--- src/rtl/ni_pkg.sv ---
// rtl/ni_pkg.sv - shared constants and flit-type helpers for the NI injection port
package ni_pkg;

  localparam int FLIT_W = 35;
  localparam int NUM_VC = 2;
  localparam int FT_HI  = 34;
  localparam int FT_LO  = 33;

  typedef enum logic [1:0] {
    FT_BODY     = 2'b00,
    FT_HEAD     = 2'b01,
    FT_TAIL     = 2'b10,
    FT_HEADTAIL = 2'b11
  } flit_type_e;

  function automatic flit_type_e flit_type(input logic [FLIT_W-1:0] f);
    return flit_type_e'(f[FT_HI:FT_LO]);
  endfunction

  // Any flit that opens a packet must obey a foreign VC lock.
  function automatic logic opens_packet(input logic [FLIT_W-1:0] f);
    return (flit_type(f) == FT_HEAD) || (flit_type(f) == FT_HEADTAIL);
  endfunction

endpackage

--- src/rtl/ni_vc_fifo.sv ---
// rtl/ni_vc_fifo.sv - per-VC synchronous FIFO with extra-bit full/empty pointers
module ni_vc_fifo #(
  parameter int WIDTH = 35,
  parameter int DEPTH = 4
) (
  input  logic             clk,
  input  logic             rst_n,
  input  logic             push,
  input  logic             pop,
  input  logic [WIDTH-1:0] din,
  output logic [WIDTH-1:0] front,
  output logic             full,
  output logic             empty
);

  localparam int AW = $clog2(DEPTH);

  logic [WIDTH-1:0] mem [DEPTH];
  logic [AW:0]      wr_ptr;
  logic [AW:0]      rd_ptr;
  logic             do_push;
  logic             do_pop;

  assign empty   = (wr_ptr == rd_ptr);
  assign full    = (wr_ptr[AW] != rd_ptr[AW]) && (wr_ptr[AW-1:0] == rd_ptr[AW-1:0]);
  assign front   = mem[rd_ptr[AW-1:0]];
  assign do_push = push && !full;
  assign do_pop  = pop && !empty;

  always_ff @(posedge clk or negedge rst_n) begin
    if (!rst_n) begin
      wr_ptr <= '0;
      rd_ptr <= '0;
    end else begin
      if (do_push) wr_ptr <= wr_ptr + 1'b1;
      if (do_pop)  rd_ptr <= rd_ptr + 1'b1;
    end
  end

  // Storage needs no reset: emptiness is decided by the pointers alone.
  always_ff @(posedge clk) begin
    if (do_push) mem[wr_ptr[AW-1:0]] <= din;
  end

endmodule

--- src/rtl/ni_inject_port.sv ---
// rtl/ni_inject_port.sv - two-VC injection stage with credit flow control and round-robin arbitration
module ni_inject_port #(
  parameter int FLIT_W     = ni_pkg::FLIT_W,
  parameter int FIFO_DEPTH = 4,
  parameter int CREDITS    = 4
) (
  input  logic              clk,
  input  logic              RST_,
  input  logic [FLIT_W-1:0] core_data,
  input  logic              core_valid,
  input  logic              core_vch,
  output logic [1:0]        core_rdy,
  output logic [FLIT_W-1:0] ODATA,
  output logic              OVALID,
  output logic              OVCH,
  input  logic [1:0]        IACK,
  input  logic [1:0]        IRDY,
  input  logic [1:0]        ILCK,
  output logic              err_credit
);
  import ni_pkg::*;

  localparam int CW = $clog2(CREDITS + 1);

  logic [FLIT_W-1:0] front [NUM_VC];
  logic [CW-1:0]     credit [NUM_VC];
  logic [1:0]        full;
  logic [1:0]        empty;
  logic [1:0]        push;
  logic [1:0]        pop;
  logic [1:0]        elig;
  logic [1:0]        pkt_open;
  logic              rr;
  logic              send;
  logic              gnt_vc;

  for (genvar v = 0; v < NUM_VC; v++) begin : g_vc
    assign push[v] = core_valid && (core_vch == 1'(v)) && !full[v];
    assign pop[v]  = send && (gnt_vc == 1'(v));
    // A foreign lock only stalls a new packet, never our own open one.
    assign elig[v] = !empty[v] && (credit[v] != '0) && IRDY[v] &&
                     !(opens_packet(front[v]) && ILCK[v] && !pkt_open[v]);

    ni_vc_fifo #(
      .WIDTH (FLIT_W),
      .DEPTH (FIFO_DEPTH)
    ) u_fifo (
      .clk   (clk),
      .rst_n (RST_),
      .push  (push[v]),
      .pop   (pop[v]),
      .din   (core_data),
      .front (front[v]),
      .full  (full[v]),
      .empty (empty[v])
    );
  end

  assign core_rdy = ~full;

  always_comb begin
    send   = |elig;
    gnt_vc = (&elig) ? rr : !elig[0];
  end

  always_ff @(posedge clk or negedge RST_) begin
    if (!RST_) begin
      ODATA      <= '0;
      OVALID     <= 1'b0;
      OVCH       <= 1'b0;
      err_credit <= 1'b0;
      rr         <= 1'b0;
      pkt_open   <= 2'b00;
      for (int v = 0; v < NUM_VC; v++) credit[v] <= CW'(CREDITS);
    end else begin
      OVALID <= send;
      if (send) begin
        ODATA <= front[gnt_vc];
        OVCH  <= gnt_vc;
        case (flit_type(front[gnt_vc]))
          FT_HEAD: pkt_open[gnt_vc] <= 1'b1;
          FT_TAIL: pkt_open[gnt_vc] <= 1'b0;
          default: ;
        endcase
      end
      if (&elig) rr <= !gnt_vc;
      for (int v = 0; v < NUM_VC; v++) begin
        case ({IACK[v], pop[v]})
          2'b10: begin
            if (credit[v] == CW'(CREDITS)) err_credit <= 1'b1;
            else                           credit[v]  <= credit[v] + CW'(1);
          end
          2'b01:   credit[v] <= credit[v] - CW'(1);
          default: ;
        endcase
      end
    end
  end

endmodule
--- config.mk ---
export PLATFORM = sky130hd
export DESIGN_NAME = ni_inject_port
export DESIGN_NICKNAME = d
export VERILOG_FILES = /design/src/rtl/ni_pkg.sv /design/src/rtl/ni_vc_fifo.sv /design/src/rtl/ni_inject_port.sv
export SDC_FILE = /design/constraint.sdc
export NUM_CORES = 1
export LEC_CHECK = 0
export CAP_MARGIN = 0
export CORE_AREA = 2 2 195 149
export CTS_BUF_LIST = sky130_fd_sc_hd__clkbuf_4 sky130_fd_sc_hd__clkbuf_8
export CTS_CLUSTER_DIAMETER = 100
export DETAILED_ROUTE_END_ITERATION = 10
export DIE_AREA = 0 0 197 151
export HOLD_SLACK_MARGIN = 0.12
export PLACE_DENSITY = 0.71
export SETUP_SLACK_MARGIN = 0.2
export SLEW_MARGIN = 30
export SYNTH_ARGS = -nofsm -noshare
export SYNTH_HDL_FRONTEND = slang
export SYNTH_SLANG_ARGS = --single-unit
--- constraint.sdc ---
create_clock -name clk -period 3.3 [get_ports clk]
set_clock_uncertainty 0.05 [all_clocks]
set_input_delay 0.66 -clock clk [delete_from_list [all_inputs] [get_ports clk]]
set_output_delay 0.66 -clock clk [all_outputs]
set_load 0.01 [all_outputs]
==> run_results.csv <==
group,metric,value,unit
place,globalplace.congestion,0.785,
worst_hold_path,whs_endpoint,"err_credit",
worst_hold_path,worstHoldStart,"err_credit",
grt,antenna_found_initial,2,
synth,yosys.cell_types.count,48,
timing,setup_ws,318,ps
run_status,status,"finished clean",
worst_setup_path,path_class,"flop to output pin",
die,die_y,151,microns
routing,wl_per_cell,21.7,microns
power,p_per_area,902,nW/um^2
grt,track_usage,18.3,%
worst_setup_path,path_max_fanout,15,
die,fp-row-count,53,
synth,synthCells,671,
finish,layout-drive-gt1-share,24.5,%
timing,drv_slew,0,
worst_setup_path,crit_chain,"buf_6 -> xor2_1 -> or3_1 -> clkdlybuf4s50_1",
worst_setup_path,reg2reg_from,"g_vc[1].u_fifo.rd_ptr[1]",
clock_tree,cts.path.max_buffers,3,
timing,slew_headroom,47.8,%
power,power.total,14200,uW
routing,drcViolationCount,0,
timing,min_period,2980,ps
routing,drt_wl_total,26100,microns
timing,clock.fmax,0.335,GHz
job,cap_violations,0,
routing,antenna_left,0,
routing,avgViaCountPerCell,5.52,
grt,grt_pass1_wl,40500,microns
power,peakVddDrop,0.419,mV
clock_tree,clock_sinks,339,
die,die_w,197,microns
grt,grt_pass1_vias,6940,
power,p_leak,0.00541,uW
finish,multiInputGateArea,3150,sq um
grt,grt_max_degree,60,
worst_setup_path,crit_slowest_cell,"clkdlybuf4s50_1",
clock_tree,clkLatencyLatePin,570,ps
clock_tree,htree_num_levels,2,
synth,mappedNetlistArea,13200,sq um
synth,synth_edf_count,280,
place,dp.final_hpwl,15200,microns
synth,synth-main-ff-cell,"edfxtp_1",
synth,yosys_warnings,0,
clock_tree,cts_tree,"yes",
place,io_buffer_count,84,
timing,finalSetupViolCount,0,
synth,async_reset_ff_share,17.4,%
worst_setup_path,cp.required,2590,ps
routing,first_pass_iters,7,
synth,syn_nets,729,
timing,final.setup.tns,0,ps
synth,synth-seq-area-share,74.9,%
finish,area_growth,19.3,%
worst_setup_path,rrSetupSlack,530,ps
routing,vias,6622,
worst_hold_path,min_path_cells,1,
timing,worstMarginPinSlew,782,ps
finish,fillers,2067,
synth,avgSynthCellArea,19.7,sq um
worst_setup_path,worst-r2r-cell-count,10,
routing,drt_iter0_markers,478,
finish,regArea,9890,sq um
die,core,27700,sq um
worst_setup_path,crit_path_start_kind,"flop",
timing,hold_violations,0,
synth,ys_ff_latch,339,
die,dieArea,29700,sq um
die,start_util,47.6,%
grt,overflow,0,
clock_tree,root_buffer,"clkbuf_8",
clock_tree,post_cts_buffers,0,
clock_tree,cts_made_buffers,49,
worst_hold_path,worst_hold_path_type,"flop to flop",
timing,fin_crit_sh,90.4,%
clock_tree,path_clk_slew,60,ps
worst_setup_path,cp-end-kind,"output pin",
die,boundaryPins,85,
finish,fin_nets,858,
worst_setup_path,critPathMaxStageDelay,500,ps
timing,rsz0062_at_grt,"false",
place,place_ws,100,ps
worst_setup_path,cp.arrival,2270,ps
## timing repair
item,CTS,global route
hold buffers,1,0
endpoints found under the setup margin,0,1
hold endpoints to repair,57,0
gates resized for setup,0,1
## final cells by class
type	count	area share, %
tap	357	2.83
antenna	2	0.0318
clock inverter	15	0.865
sequential	339	62.8
multi-input combinational	287	20.0
timing repair buffer	111	7.34
clock buffer	76	5.88
inverter	12	0.286
## critical path, delay by kind of cell (launching register included)
family | cells | cell delay (ps)
DFF | 1 | 450
and+or+nand+nor | 1 | 380
xor gates and xnor gates | 1 | 190
buffers and inverters | 2 | 690
## synth_stat cells, drive strengths merged (4+ instances only)
cell	number	area share, %
mux2	5	0.43
xnor2	8	0.53
ha	11	1.0
clkbuf	14	0.40
inv	12	0.34
buf	19	0.79
edfxtp	280	64
xor2	9	0.60
nand2	46	1.3
a21oi	9	0.34
a211oi	4	0.23
a31oi	5	0.28
and2	8	0.38
mux4	68	12
dfrtp	57	11
mux2i	41	3.1
o21ai	38	1.4
## power by group
| part | switching (uW) | internal, uW | total [uW] |
|---|---|---|---|
| combinational | 2460 | 2340 | 4810 |
| sequential | 431 | 5490 | 5920 |
| clock | 1540 | 1960 | 3490 |
## routing by layer
metal,track usage (%),vias up,part of all wire (%)
li1,-,2939,-
met1,26.2,3432,45
met2,28.8,200,47
met3,3.70,49,5.9
met4,5.79,2,2.1
met5,0,-,0.050
## per-stage QoR
step           hold slack (ps)  cell area, sq um  utilization (%)  std cells
4_1_cts                    429             15700             56.8       1197
5_1_grt                    447             15800             56.8       1198
3_5_place_dp               413             14700             52.9       1105
6_report                   423             15800             56.8       1199
2_1_floorplan              314             13200                -        671
3_3_place_gp               405             14700             52.9       1105
## sequential cells by signal, summed over array words and instances, names as in the netlist, named ones only
| register | cells |
|---|---|
| ODATA | 35 |
| OVALID | 1 |
| OVCH | 1 |
| credit | 6 |
| err_credit | 1 |
| g_vc.u_fifo.mem | 280 |
| g_vc.u_fifo.rd_ptr | 6 |
| g_vc.u_fifo.wr_ptr | 6 |
| rr | 1 |
## cells by family (layout without fill, tap and decap cells)
group                    count (synthesis)  in the layout  synth area share (%)
AO/OA/AOI/OAI                           69             69                  3.31
XOR/XNOR                                17             17                  1.13
adder cells (fa/ha/maj)                 13             13                  1.35
buffers and inverters                   45            214                  1.53
flip-flops                             339            339                  74.9
multiplexers                           114            114                  15.1
other                                    0              2                     0
AND/OR/NAND/NOR                         74             74                  2.68
## layout by cell type (no fill, tap or decap), types with 3 or more instances in the layout
cell             instances
or3_1                    3
mux4_2                  68
buf_4                   16
dfrtp_1                 53
o21ai_1                 33
ha_1                    11
a31oi_1                  4
dfrtp_2                  4
mux2i_1                 41
clkbuf_4                19
nand3b_1                 3
edfxtp_1               280
clkinv_1                 4
a21oi_1                  9
xor2_1                   9
o21ai_0                  5
clkinv_2                 6
a211oi_1                 4
a21o_1                   3
nand2_1                 46
clkbuf_8                57
buf_12                   9
xnor2_1                  8
inv_1                   12
mux2_2                   3
and2_2                   8
clkdlybuf4s50_1         83
nor2_1                   3
## worst max path at each step
stage | start | slack [ps] | to | cells past startpoint
after global placement | ILCK[1] | 230 | credit[5] | 8
after detailed placement | ILCK[0] | 100 | flop | 11
after floorplan | ILCK[0] | 490 | credit[2] | 10
final | g_vc[0].u_fifo.rd_ptr[1] | 320 | core_rdy[0] | 4
after CTS | g_vc[0].u_fifo.rd_ptr[1] | 220 | core_rdy[0] | 4
after global routing | g_vc[0].u_fifo.rd_ptr[1] | 240 | core_rdy[0] | 4
Note: power is estimated with default switching activity, not from simulation.
